--- config.mk ---
export PLATFORM = sky130hd
export DESIGN_NAME = eth_tx_arbiter_flat
export DESIGN_NICKNAME = d
export VERILOG_FILES = /design/src/rtl/eth_tx_arb_pkg.sv /design/src/rtl/eth_tx_arbiter_if.sv /design/src/rtl/eth_tx_arb_rr.sv /design/src/rtl/eth_tx_arbiter.sv /design/src/flat_wrapper.sv
export SDC_FILE = /design/constraint.sdc
export NUM_CORES = 1
export LEC_CHECK = 0
export ABC_CLOCK_PERIOD_IN_PS = 2300
export BUFFER_PORTS_ARGS = -buffer_cell sky130_fd_sc_hd__buf_2
export CORE_UTILIZATION = 45
export CTS_CLUSTER_SIZE = 20
export DETAILED_ROUTE_END_ITERATION = 6
export PLACE_DENSITY = 0.92
export REMOVE_ABC_BUFFERS = 1
export SKIP_CTS_REPAIR_TIMING = 1
export SLEW_MARGIN = 20
export SYNTH_ARGS = -nofsm -noshare
export SYNTH_HDL_FRONTEND = slang
export SYNTH_SLANG_ARGS = --single-unit
--- constraint.sdc ---
create_clock -name tx_fifo_clk -period 2.3 [get_ports tx_fifo_clk]
set_input_delay 0.46 -clock tx_fifo_clk [delete_from_list [all_inputs] [get_ports tx_fifo_clk]]
set_output_delay 0.46 -clock tx_fifo_clk [all_outputs]
set_load 0.02 [all_outputs]
--- src/rtl/eth_tx_arb_pkg.sv ---
// Shared types and constants for the two-source Ethernet TX arbiter.
// Optional statistics counters are enabled with ETH_TX_ARB_STATS_EN.
package eth_tx_arb_pkg;

  typedef enum logic [1:0] {
    IDLE  = 2'd0,
    PASS  = 2'd1,
    DRAIN = 2'd2
  } arb_state_t;

  localparam int MAX_FRAME_LEN_DEF = 1518;
  localparam int MIN_FRAME_LEN     = 64;

endpackage

--- src/rtl/eth_tx_arbiter_if.sv ---
// 8-bit AXI-Stream bundle used for both the source ports and the MAC port.
// Master drives data/valid/last, slave drives ready.
interface eth_tx_arbiter_if;

  logic [7:0] tdata;
  logic       tvalid;
  logic       tlast;
  logic       tready;

  modport master (
    output tdata,
    output tvalid,
    output tlast,
    input  tready
  );

  modport slave (
    input  tdata,
    input  tvalid,
    input  tlast,
    output tready
  );

endinterface

--- src/rtl/eth_tx_arb_rr.sv ---
// Two-requester round-robin grant picker, purely combinational.
// On a tie the requester that was not granted last wins.
module eth_tx_arb_rr (
  input  logic [1:0] req,
  input  logic       last_grant,
  output logic       gnt_valid,
  output logic       gnt_idx
);

  always_comb begin
    gnt_valid = |req;
    gnt_idx   = 1'b0;
    unique case (1'b1)
      (req == 2'b11): gnt_idx = ~last_grant;
      (req == 2'b10): gnt_idx = 1'b1;
      default:        gnt_idx = 1'b0;
    endcase
  end

endmodule

--- src/rtl/eth_tx_arbiter.sv ---
// Frame-granular round-robin arbiter sharing the MAC TX stream between two
// sources, with length truncation; ETH_TX_ARB_STATS_EN adds frame counters.
module eth_tx_arbiter
  import eth_tx_arb_pkg::*;
#(
  parameter int MAX_FRAME_LEN = MAX_FRAME_LEN_DEF,
  parameter int CNT_W         = 16
) (
  input  logic                    tx_fifo_clk,
  input  logic                    tx_fifo_rstn,
  input  logic [1:0]              port_en,
  eth_tx_arbiter_if.slave         s0,
  eth_tx_arbiter_if.slave         s1,
  eth_tx_arbiter_if.master        m,
  output logic                    owner,
  output logic                    busy,
  output logic                    trunc_pulse,
  output logic [31:0]             frame_cnt0,
  output logic [31:0]             frame_cnt1,
  output logic [15:0]             trunc_cnt
);

  localparam logic [CNT_W-1:0] LIMIT = CNT_W'(MAX_FRAME_LEN - 1);

  if (MAX_FRAME_LEN < MIN_FRAME_LEN || MAX_FRAME_LEN > 65535 ||
      (64'd1 << CNT_W) <= 64'(MAX_FRAME_LEN)) begin : g_bad_cfg
    $error("eth_tx_arbiter: illegal MAX_FRAME_LEN/CNT_W");
  end

  arb_state_t       state;
  arb_state_t       state_nxt;
  logic             last_grant;
  logic             last_nxt;
  logic             owner_nxt;
  logic [CNT_W-1:0] byte_cnt;
  logic [CNT_W-1:0] cnt_nxt;
  logic             trunc_nxt;

  logic [1:0]       req;
  logic             gnt_valid;
  logic             gnt_idx;

  logic [7:0]       src_data;
  logic             src_valid;
  logic             src_last;
  logic             at_limit;
  logic             own_ready;
  logic             fwd;

  assign req = {s1.tvalid & port_en[1],
                s0.tvalid & port_en[0]};

  eth_tx_arb_rr u_rr (
    .req        (req),
    .last_grant (last_grant),
    .gnt_valid  (gnt_valid),
    .gnt_idx    (gnt_idx)
  );

  assign src_data  = owner ? s1.tdata  : s0.tdata;
  assign src_valid = owner ? s1.tvalid : s0.tvalid;
  assign src_last  = owner ? s1.tlast  : s0.tlast;
  assign at_limit  = (byte_cnt == LIMIT);

  always_comb begin
    state_nxt = state;
    owner_nxt = owner;
    last_nxt  = last_grant;
    cnt_nxt   = byte_cnt;
    trunc_nxt = 1'b0;
    fwd       = 1'b0;
    own_ready = 1'b0;
    unique case (state)
      IDLE: begin
        if (gnt_valid) begin
          owner_nxt = gnt_idx;
          last_nxt  = gnt_idx;
          cnt_nxt   = '0;
          state_nxt = PASS;
        end
      end
      PASS: begin
        fwd       = 1'b1;
        own_ready = m.tready;
        if (src_valid && m.tready) begin
          cnt_nxt = byte_cnt + CNT_W'(1);
          if (src_last) begin
            state_nxt = IDLE;
          end else if (at_limit) begin
            trunc_nxt = 1'b1;
            state_nxt = DRAIN;
          end
        end
      end
      DRAIN: begin
        // Remainder of an over-long frame is swallowed here.
        own_ready = 1'b1;
        if (src_valid && src_last) begin
          state_nxt = IDLE;
        end
      end
      default: state_nxt = IDLE;
    endcase
  end

  assign m.tdata  = fwd ? src_data : 8'h00;
  assign m.tvalid = fwd & src_valid;
  assign m.tlast  = fwd & (src_last | at_limit);

  assign s0.tready = own_ready & ~owner;
  assign s1.tready = own_ready & owner;

  assign busy = (state != IDLE);

  always_ff @(posedge tx_fifo_clk or negedge tx_fifo_rstn) begin
    if (!tx_fifo_rstn) begin
      state       <= IDLE;
      owner       <= 1'b0;
      last_grant  <= 1'b1;
      byte_cnt    <= '0;
      trunc_pulse <= 1'b0;
    end else begin
      state       <= state_nxt;
      owner       <= owner_nxt;
      last_grant  <= last_nxt;
      byte_cnt    <= cnt_nxt;
      trunc_pulse <= trunc_nxt;
    end
  end

`ifdef ETH_TX_ARB_STATS_EN
  logic        done;
  logic [31:0] fc0_q;
  logic [31:0] fc1_q;
  logic [15:0] tc_q;

  assign done = (state == PASS  && src_valid && m.tready && src_last) ||
                (state == DRAIN && src_valid && src_last);

  always_ff @(posedge tx_fifo_clk or negedge tx_fifo_rstn) begin
    if (!tx_fifo_rstn) begin
      fc0_q <= '0;
      fc1_q <= '0;
      tc_q  <= '0;
    end else begin
      if (done && !owner) fc0_q <= fc0_q + 32'd1;
      if (done && owner)  fc1_q <= fc1_q + 32'd1;
      if (trunc_nxt)      tc_q  <= tc_q + 16'd1;
    end
  end

  assign frame_cnt0 = fc0_q;
  assign frame_cnt1 = fc1_q;
  assign trunc_cnt  = tc_q;
`else
  assign frame_cnt0 = 32'd0;
  assign frame_cnt1 = 32'd0;
  assign trunc_cnt  = 16'd0;
`endif

endmodule
--- src/flat_wrapper.sv ---
// flat-port wrapper written by rule: the top's interface ports become plain ports
module eth_tx_arbiter_flat import eth_tx_arb_pkg::*;
#(
  parameter int MAX_FRAME_LEN = MAX_FRAME_LEN_DEF,
  parameter int CNT_W         = 16
)
  (tx_fifo_clk, tx_fifo_rstn, port_en, owner, busy, trunc_pulse, frame_cnt0, frame_cnt1, trunc_cnt, s0_tdata, s0_tvalid, s0_tlast, s0_tready, s1_tdata, s1_tvalid, s1_tlast, s1_tready, m_tdata, m_tvalid, m_tlast, m_tready);
  eth_tx_arbiter_if s0_i ();
  eth_tx_arbiter_if s1_i ();
  eth_tx_arbiter_if m_i ();
  input  logic tx_fifo_clk;
  input  logic tx_fifo_rstn;
  input  logic [1:0] port_en;
  output logic owner;
  output logic busy;
  output logic trunc_pulse;
  output logic [31:0] frame_cnt0;
  output logic [31:0] frame_cnt1;
  output logic [15:0] trunc_cnt;
  input wire logic [$bits(s0_i.tdata)-1:0] s0_tdata;
  input wire logic [$bits(s0_i.tvalid)-1:0] s0_tvalid;
  input wire logic [$bits(s0_i.tlast)-1:0] s0_tlast;
  output wire logic [$bits(s0_i.tready)-1:0] s0_tready;
  input wire logic [$bits(s1_i.tdata)-1:0] s1_tdata;
  input wire logic [$bits(s1_i.tvalid)-1:0] s1_tvalid;
  input wire logic [$bits(s1_i.tlast)-1:0] s1_tlast;
  output wire logic [$bits(s1_i.tready)-1:0] s1_tready;
  output wire logic [$bits(m_i.tdata)-1:0] m_tdata;
  output wire logic [$bits(m_i.tvalid)-1:0] m_tvalid;
  output wire logic [$bits(m_i.tlast)-1:0] m_tlast;
  input wire logic [$bits(m_i.tready)-1:0] m_tready;
  assign s0_i.tdata = s0_tdata;
  assign s0_i.tvalid = s0_tvalid;
  assign s0_i.tlast = s0_tlast;
  assign s0_tready = s0_i.tready;
  assign s1_i.tdata = s1_tdata;
  assign s1_i.tvalid = s1_tvalid;
  assign s1_i.tlast = s1_tlast;
  assign s1_tready = s1_i.tready;
  assign m_tdata = m_i.tdata;
  assign m_tvalid = m_i.tvalid;
  assign m_tlast = m_i.tlast;
  assign m_i.tready = m_tready;
  eth_tx_arbiter #(.MAX_FRAME_LEN(MAX_FRAME_LEN), .CNT_W(CNT_W)) u_core (.tx_fifo_clk(tx_fifo_clk), .tx_fifo_rstn(tx_fifo_rstn), .port_en(port_en), .s0(s0_i), .s1(s1_i), .m(m_i), .owner(owner), .busy(busy), .trunc_pulse(trunc_pulse), .frame_cnt0(frame_cnt0), .frame_cnt1(frame_cnt1), .trunc_cnt(trunc_cnt));
endmodule
=== After elaboration in Yosys (flattened, before gate mapping) ===
Index checks and enable logic that the tools add are counted.

* Flip-flop bits (word level): 21
* Bits of input ports: 25
* Output and inout bits: 95
* Word-level logic and storage cells: 53

* $add $sub $neg: 1
* Eq/ne operators: 9
* Multiplexer cells: 20
* Bitwise logic cells: 9
* Reduce and logical (&&, ||, !) cells: 9

{| class="wikitable"
|+ Operators by type and width
! operator !! count
|-
| $mux 16 || 2
|-
| $pmux 16 s2 || 1
|-
| $add 16x1->16 const B || 1
|-
| $eq 16x11->1 const B || 1
|-
| $mux 8 || 2
|-
| $mux 2 || 5
|-
| $mux 1 || 7
|-
| $and 1x1->1 || 6
|-
| $eq 2x2->1 const B || 3
|-
| $ne 2x1->1 const B || 3
|-
| $pmux 2 s3 || 1
|-
| $pmux 1 s2 || 2
|-
| $reduce_and 4->1 || 1
|-
| $reduce_bool 2->1 || 2
|-
| $ne 3x1->1 const B || 1
|-
| $reduce_and 3->1 || 1
|-
| $eq 2x1->1 const B || 1
|-
| $logic_and 1x1->1 || 2
|-
| $logic_not 2->1 || 1
|-
| $not 1->1 || 2
|-
| $reduce_and 2->1 || 1
|-
| $reduce_or 2->1 || 1
|-
| $or 1x1->1 || 1
|}

=== Logic depth before layout (Yosys ltp) ===
* Depth after elaboration: 5
* Depth in mapped cells: 9
* Gate-level depth less buffers: 6

=== Hierarchy ===
From an unflattened synthesis, not the netlist that was laid out.

* Cells, all modules: 246
* Area total of the unflattened synthesis: 2,053.2 µm²

{| class="wikitable"
|+ Modules (own cells, without submodules)
! module !! times used !! cells an instance !! area an instance (µm²) !! seq. area each (µm²)
|-
| eth_tx_arbiter || 1 || 244 || 2,039.5 || 526.8
|-
| eth_tx_arb_rr || 1 || 2 || 13.8 || 0.0
|}

=== Worst setup path before layout ===
OpenSTA, ideal clock, no wires.

* Path type: register -> output
* From: reg u_core.byte_cnt[12]
* To: out m_tlast
* Arrival time: 1,848 ps
* Required time: 1,840 ps
* Setup slack: -8 ps
* Stages on the path, launching flop included: 4
* Buffers on the path: 0
* Path through: dfrtp_1 or4_4 or4_4 a21boi_1

* Cells in the longest elaborated chain, start to end: 3

{| class="wikitable"
|+ Ends and longest elaborated chain
! item !! RTL line !! text
|-
| from (decl) || eth_tx_arbiter.sv:35 || <nowiki>logic [CNT_W-1:0] byte_cnt;</nowiki>
|-
| from (signal assigned) || eth_tx_arbiter.sv:126 || <nowiki>byte_cnt <= cnt_nxt;</nowiki>
|-
| $eq 16x11->1 || eth_tx_arbiter.sv:63 || <nowiki>assign at_limit = (byte_cnt == LIMIT);</nowiki>
|-
| $or 1x1->1 || eth_tx_arbiter.sv:108 || <nowiki>assign m.tlast = fwd & (src_last | at_limit);</nowiki>
|-
| $and 1x1->1 || eth_tx_arbiter.sv:108 ||
|-
| to (decl) || flat_wrapper.sv:30 || <nowiki>output wire logic [$bits(m_i.tlast)-1:0] m_tlast;</nowiki>
|}

Every way passes these cells.

=== Final worst setup path ===
Same ends and word-level chain as after synthesis.

==> results.md <==
STA:
- The final cycle utilization of the critical path is 1.08.
- The number of pins with negative max-slew slack in the final report is 0.
- The final count of hold timing violations was 0.
- The post-layout minimum cycle time is 2.49 ns.
- The final setup violation count is 1.
- The worst clock skew on the final layout is 0.00154 ns.
- Setup slack on the critical path of the routed design comes to -0.193 ns.
- Setup repair after global routing could not meet its margin everywhere.
- The maximum clock frequency is 401 MHz.
- The post-route setup TNS is -0.193 ns.

GRT:
- The first global-routing pass estimated 6640 µm of wire.
- Entering global routing, the biggest net connects 22 pins.
- The initial antenna violation count is 0.
- The via count of the first global-routing pass is 1441.
- In the global route stage, overall resource usage came out at 0.165.
- The aggregate global routing overflow is 0.

Die:
- The initialized floorplan defines 24 standard-cell rows.
- The die boundary height is 70.5 µm.
- The overall die width is 70.5 µm.
- The die area is 4970 µm².
- The initial utilization of the core area, before any placement, comes to 0.475.
- In this run the standard cell core region covers 4440 µm².
- The count of pins on the block boundary is 120.

Synth:
- Of the total synthesized cell area, the portion taken by full adders, half adders and majority gates is 0.0297.
- The number of enable-type register cells in the synthesized netlist is 0.
- The count of synthesis-stage warnings from yosys is 0.
- The count of state elements after synthesis is 21.
- The synthesized area per cell is 8.61 µm².
- The post-synthesis async set-or-reset flop share is 1.00.
- The mapped netlist covers 2110 µm².
- The fraction of the mapped netlist area in compound gates is 0.155.
- Of the total synthesized cell area, the portion taken by AND, OR, NAND and NOR gates is 0.179.
- The primary flip-flop cell chosen by synthesis mapping is sky130_fd_sc_hd__dfrtp_1.
- After synthesis, the largest family of logic cells by area is buffers and inverters.
- Of the total synthesized cell area, the portion taken by XOR and XNOR cells is 0.
- Of the post-synthesis cell area, the dominant cell type holds 0.295.
- The post-synthesis cell count is 245.
- Of all cell types, the one taking the most synthesized area is sky130_fd_sc_hd__buf_4.
- In this run, distinct cell masters in the synthesized netlist total 47.
- After synthesis, the cell types taking the most area are sky130_fd_sc_hd__buf_4 (30%), sky130_fd_sc_hd__dfrtp_1 (24%), sky130_fd_sc_hd__mux2i_1 (6.2%).
- The portion of synthesized area spent on multiplexers is 0.0688.
- The sequential element share of the synthesized area is 0.250.

Pwr:
- Across the VDD grid, the largest voltage drop is 0.000442 V.
- The power density over cell area is 832 nW/µm².
- The standby leakage power is 1.13 nW.

Detailed routing:
- The number of iterations in the first detailed-routing pass is 6.
- In the routed layout, each cell is associated on average with a via count of 4.99.
- Once detail routing completed, the nets flagged for antenna violations numbered 0.
- The total wire length after detailed routing is 4360 µm.
- For this run, design rule violations remaining after detail routing come to 14.
- The violation count after the first detailed-routing iteration is 149.
- In the final routed layout, each cell accounts on average for 12.6 µm.
- The total via count in the routed design is 1720.

Final layout:
- The number of nets in the layout is 324.
- The area occupied by multi-input gates is 1220 µm².
- Registers take 527 µm².
- Compared with the post-synthesis result, the final layout area differs by 3.44%.
- The library cell used most frequently in the layout, excluding fill and tap cells, is sky130_fd_sc_hd__conb_1.
- The library cells used most frequently in the layout, excluding fill and tap cells, are sky130_fd_sc_hd__conb_1 (80), sky130_fd_sc_hd__buf_2 (38), sky130_fd_sc_hd__dfrtp_1 (20), sky130_fd_sc_hd__buf_4 (15), sky130_fd_sc_hd__mux2i_1 (13).
- Of the cells placed in the final design, the portion with a size suffix greater than 1 is 0.229.
- The number of filler instances in the final layout is 397.
- The diode insertion count for antenna repair is 0.
- The number of standard cells in the final layout excluding fillers is 345.

Clocking:
- Counting along the longest clock path gives a buffer depth of 2.
- The number of clock buffers inserted by TritonCTS is 3.
- The tree built by TritonCTS fans out to 21 sinks.
- The maximum level of the CTS H-tree is 1.
- After clock tree synthesis, the clock-pin slew on the worst setup and hold paths is 0.08 ns.
- The CTS tree is yes.
- The tree is rooted in a sky130_fd_sc_hd__clkbuf_8.
- The worst-skew pair later-pin latency is 0.26 ns.

Placed design:
- The cell count after placement is 337.
- The number of I/O port buffers is 39.
- The final weighted congestion of routability-driven global placement is 0.823.
- Once detailed placement completed, the half-perimeter wirelength came to 3200 µm.

Worst setup path:
- The cell type of the slowest stage on the worst timing path is sky130_fd_sc_hd__or4_4.
- Among the stages of the critical path, the cell type that occurs most often is sky130_fd_sc_hd__or4_4.
- The count of buffer and inverter cells on the critical path is 1.
- The launching element type of the critical path is a flop.
- The critical path start-end classification is reg -> out.
- The capture instance of the worst register-to-register path is u_core.byte_cnt[4]$_DFFE_PN0P_.
- The endpoint arrival time on the critical path is 2.03 ns.
- The worst setup path is captured at a primary output.
- STA puts the critical path data required time at 1.84 ns.
- The signal on the critical path passes through or4_4 -> or4_4 -> a21boi_2 -> buf_4.
- Of all nets on the critical path, the largest fanout is 2.
- For flop-to-flop paths, the worst setup slack is 0.21 ns.
- The startpoint of the worst-slack reg-to-reg timing path is u_core.state[1]$_DFFE_PN0P_.
- The critical path's top delay family is simple AND/OR/NAND/NOR gates.
- Counting cells, the worst reg-to-reg path comes to 7.
- For this run, the slowest stage of the critical path takes 0.54 ns.

Flow run:
- Max-cap violations in this run came to 0.

Outcome:
- The final reports fail on DRC, setup timing.
- The run finished, with violations left.

Hold path:
- The class of the tightest hold or removal check is in -> async.
[kinds of logic after synthesis]
group                      after synthesis
DFF                                     21
muxes                                   14
other                                    1
and+or+nand+nor                         63
buffers and inverters                   94
adders and majority gates                5
AOI/OAI and AO/OA                       47
[report_power, final]
part           internal [mW]  total, mW  switching [mW]
combinational          0.380       1.09           0.708
clock                  0.121      0.246           0.125
sequential             0.424      0.482          0.0581
[stage by stage]
step / instance area, µm² / power (mW) / hold WS, ns / util / setup slack (ns)
after CTS: 2140 / 1.79 / 0.159 / 0.482 / -0.233
after global routing: 2180 / 1.92 / 0.175 / 0.491 / -0.255
final: 2180 / 1.82 / 0.139 / 0.491 / -0.193
after floorplan: 1760 / 1.21 / 0.164 / - / -0.00759
after detailed placement: 2100 / 1.55 / 0.437 / 0.472 / 0.0624
after global placement: 2100 / 1.50 / 0.437 / 0.472 / 0.0814
[routing by layer]
| metal | share of wire | global-route usage | vias up | wire length [µm] |
|---|---|---|---|---|
| met3 | 0.060 | 0.0159 | 6 | 262 |
| met4 | 0.020 | 0.0658 | 0 | 88 |
| met1 | 0.40 | 0.212 | 821 | 1730 |
| met5 | 0 | 0 | - | 0 |
| li1 | - | - | 804 | - |
| met2 | 0.52 | 0.284 | 89 | 2280 |
[area by class of cell]
class                           count  share of cell area
Sequential cell                    21               0.241
Inverter                            6              0.0103
Timing Repair Buffer               53               0.139
Clock buffer                        3              0.0189
Tap cell                           52              0.0298
Clock inverter                      1             0.00229
Multi-Input combinational cell    209               0.558
[registers in the layout, summed over array words and instances (netlist names)]
register / cells
u_core.trunc_pulse: 1
u_core.state: 2
u_core.byte_cnt: 16
u_core.last_grant: 1
u_core.owner: 1
[worst max-delay path by stage]
| stage | end | startpoint | depth (start not counted) | slack (ns) |
|---|---|---|---|---|
| finish | m_tlast | u_core.byte_cnt[12]$_DFFE_PN0P_ | 4 | -0.19 |
| global route | m_tlast | u_core.byte_cnt[12]$_DFFE_PN0P_ | 4 | -0.25 |
| detailed placement | m_tlast | u_core.byte_cnt[12]$_DFFE_PN0P_ | 4 | 0.06 |
| floorplan | m_tlast | u_core.byte_cnt[12]$_DFFE_PN0P_ | 3 | -0.008 |
| CTS | m_tlast | u_core.byte_cnt[12]$_DFFE_PN0P_ | 4 | -0.23 |
| global placement | m_tlast | u_core.byte_cnt[12]$_DFFE_PN0P_ | 4 | 0.08 |
[synth_stat cells (5+ instances only)]
cell,count
sky130_fd_sc_hd__inv_1,6
sky130_fd_sc_hd__a21oi_1,11
sky130_fd_sc_hd__buf_4,83
sky130_fd_sc_hd__mux2i_1,13
sky130_fd_sc_hd__o31ai_1,9
sky130_fd_sc_hd__or4_1,9
sky130_fd_sc_hd__nor2b_1,9
sky130_fd_sc_hd__ha_1,5
sky130_fd_sc_hd__nand2_1,12
sky130_fd_sc_hd__dfrtp_1,20
sky130_fd_sc_hd__nand3_1,10
[worst register-to-register path, stage by stage, from the launching register on]
cell and delay, ns:
sky130_fd_sc_hd__dfrtp_1 0.40, sky130_fd_sc_hd__inv_1 0.09, sky130_fd_sc_hd__ha_1 0.27, sky130_fd_sc_hd__and2_1 0.23, sky130_fd_sc_hd__a21oi_2 0.07, sky130_fd_sc_hd__buf_4 0.21, sky130_fd_sc_hd__or4_1 0.47, sky130_fd_sc_hd__a21oi_1 0.25
(Power assumes the default switching activity.)
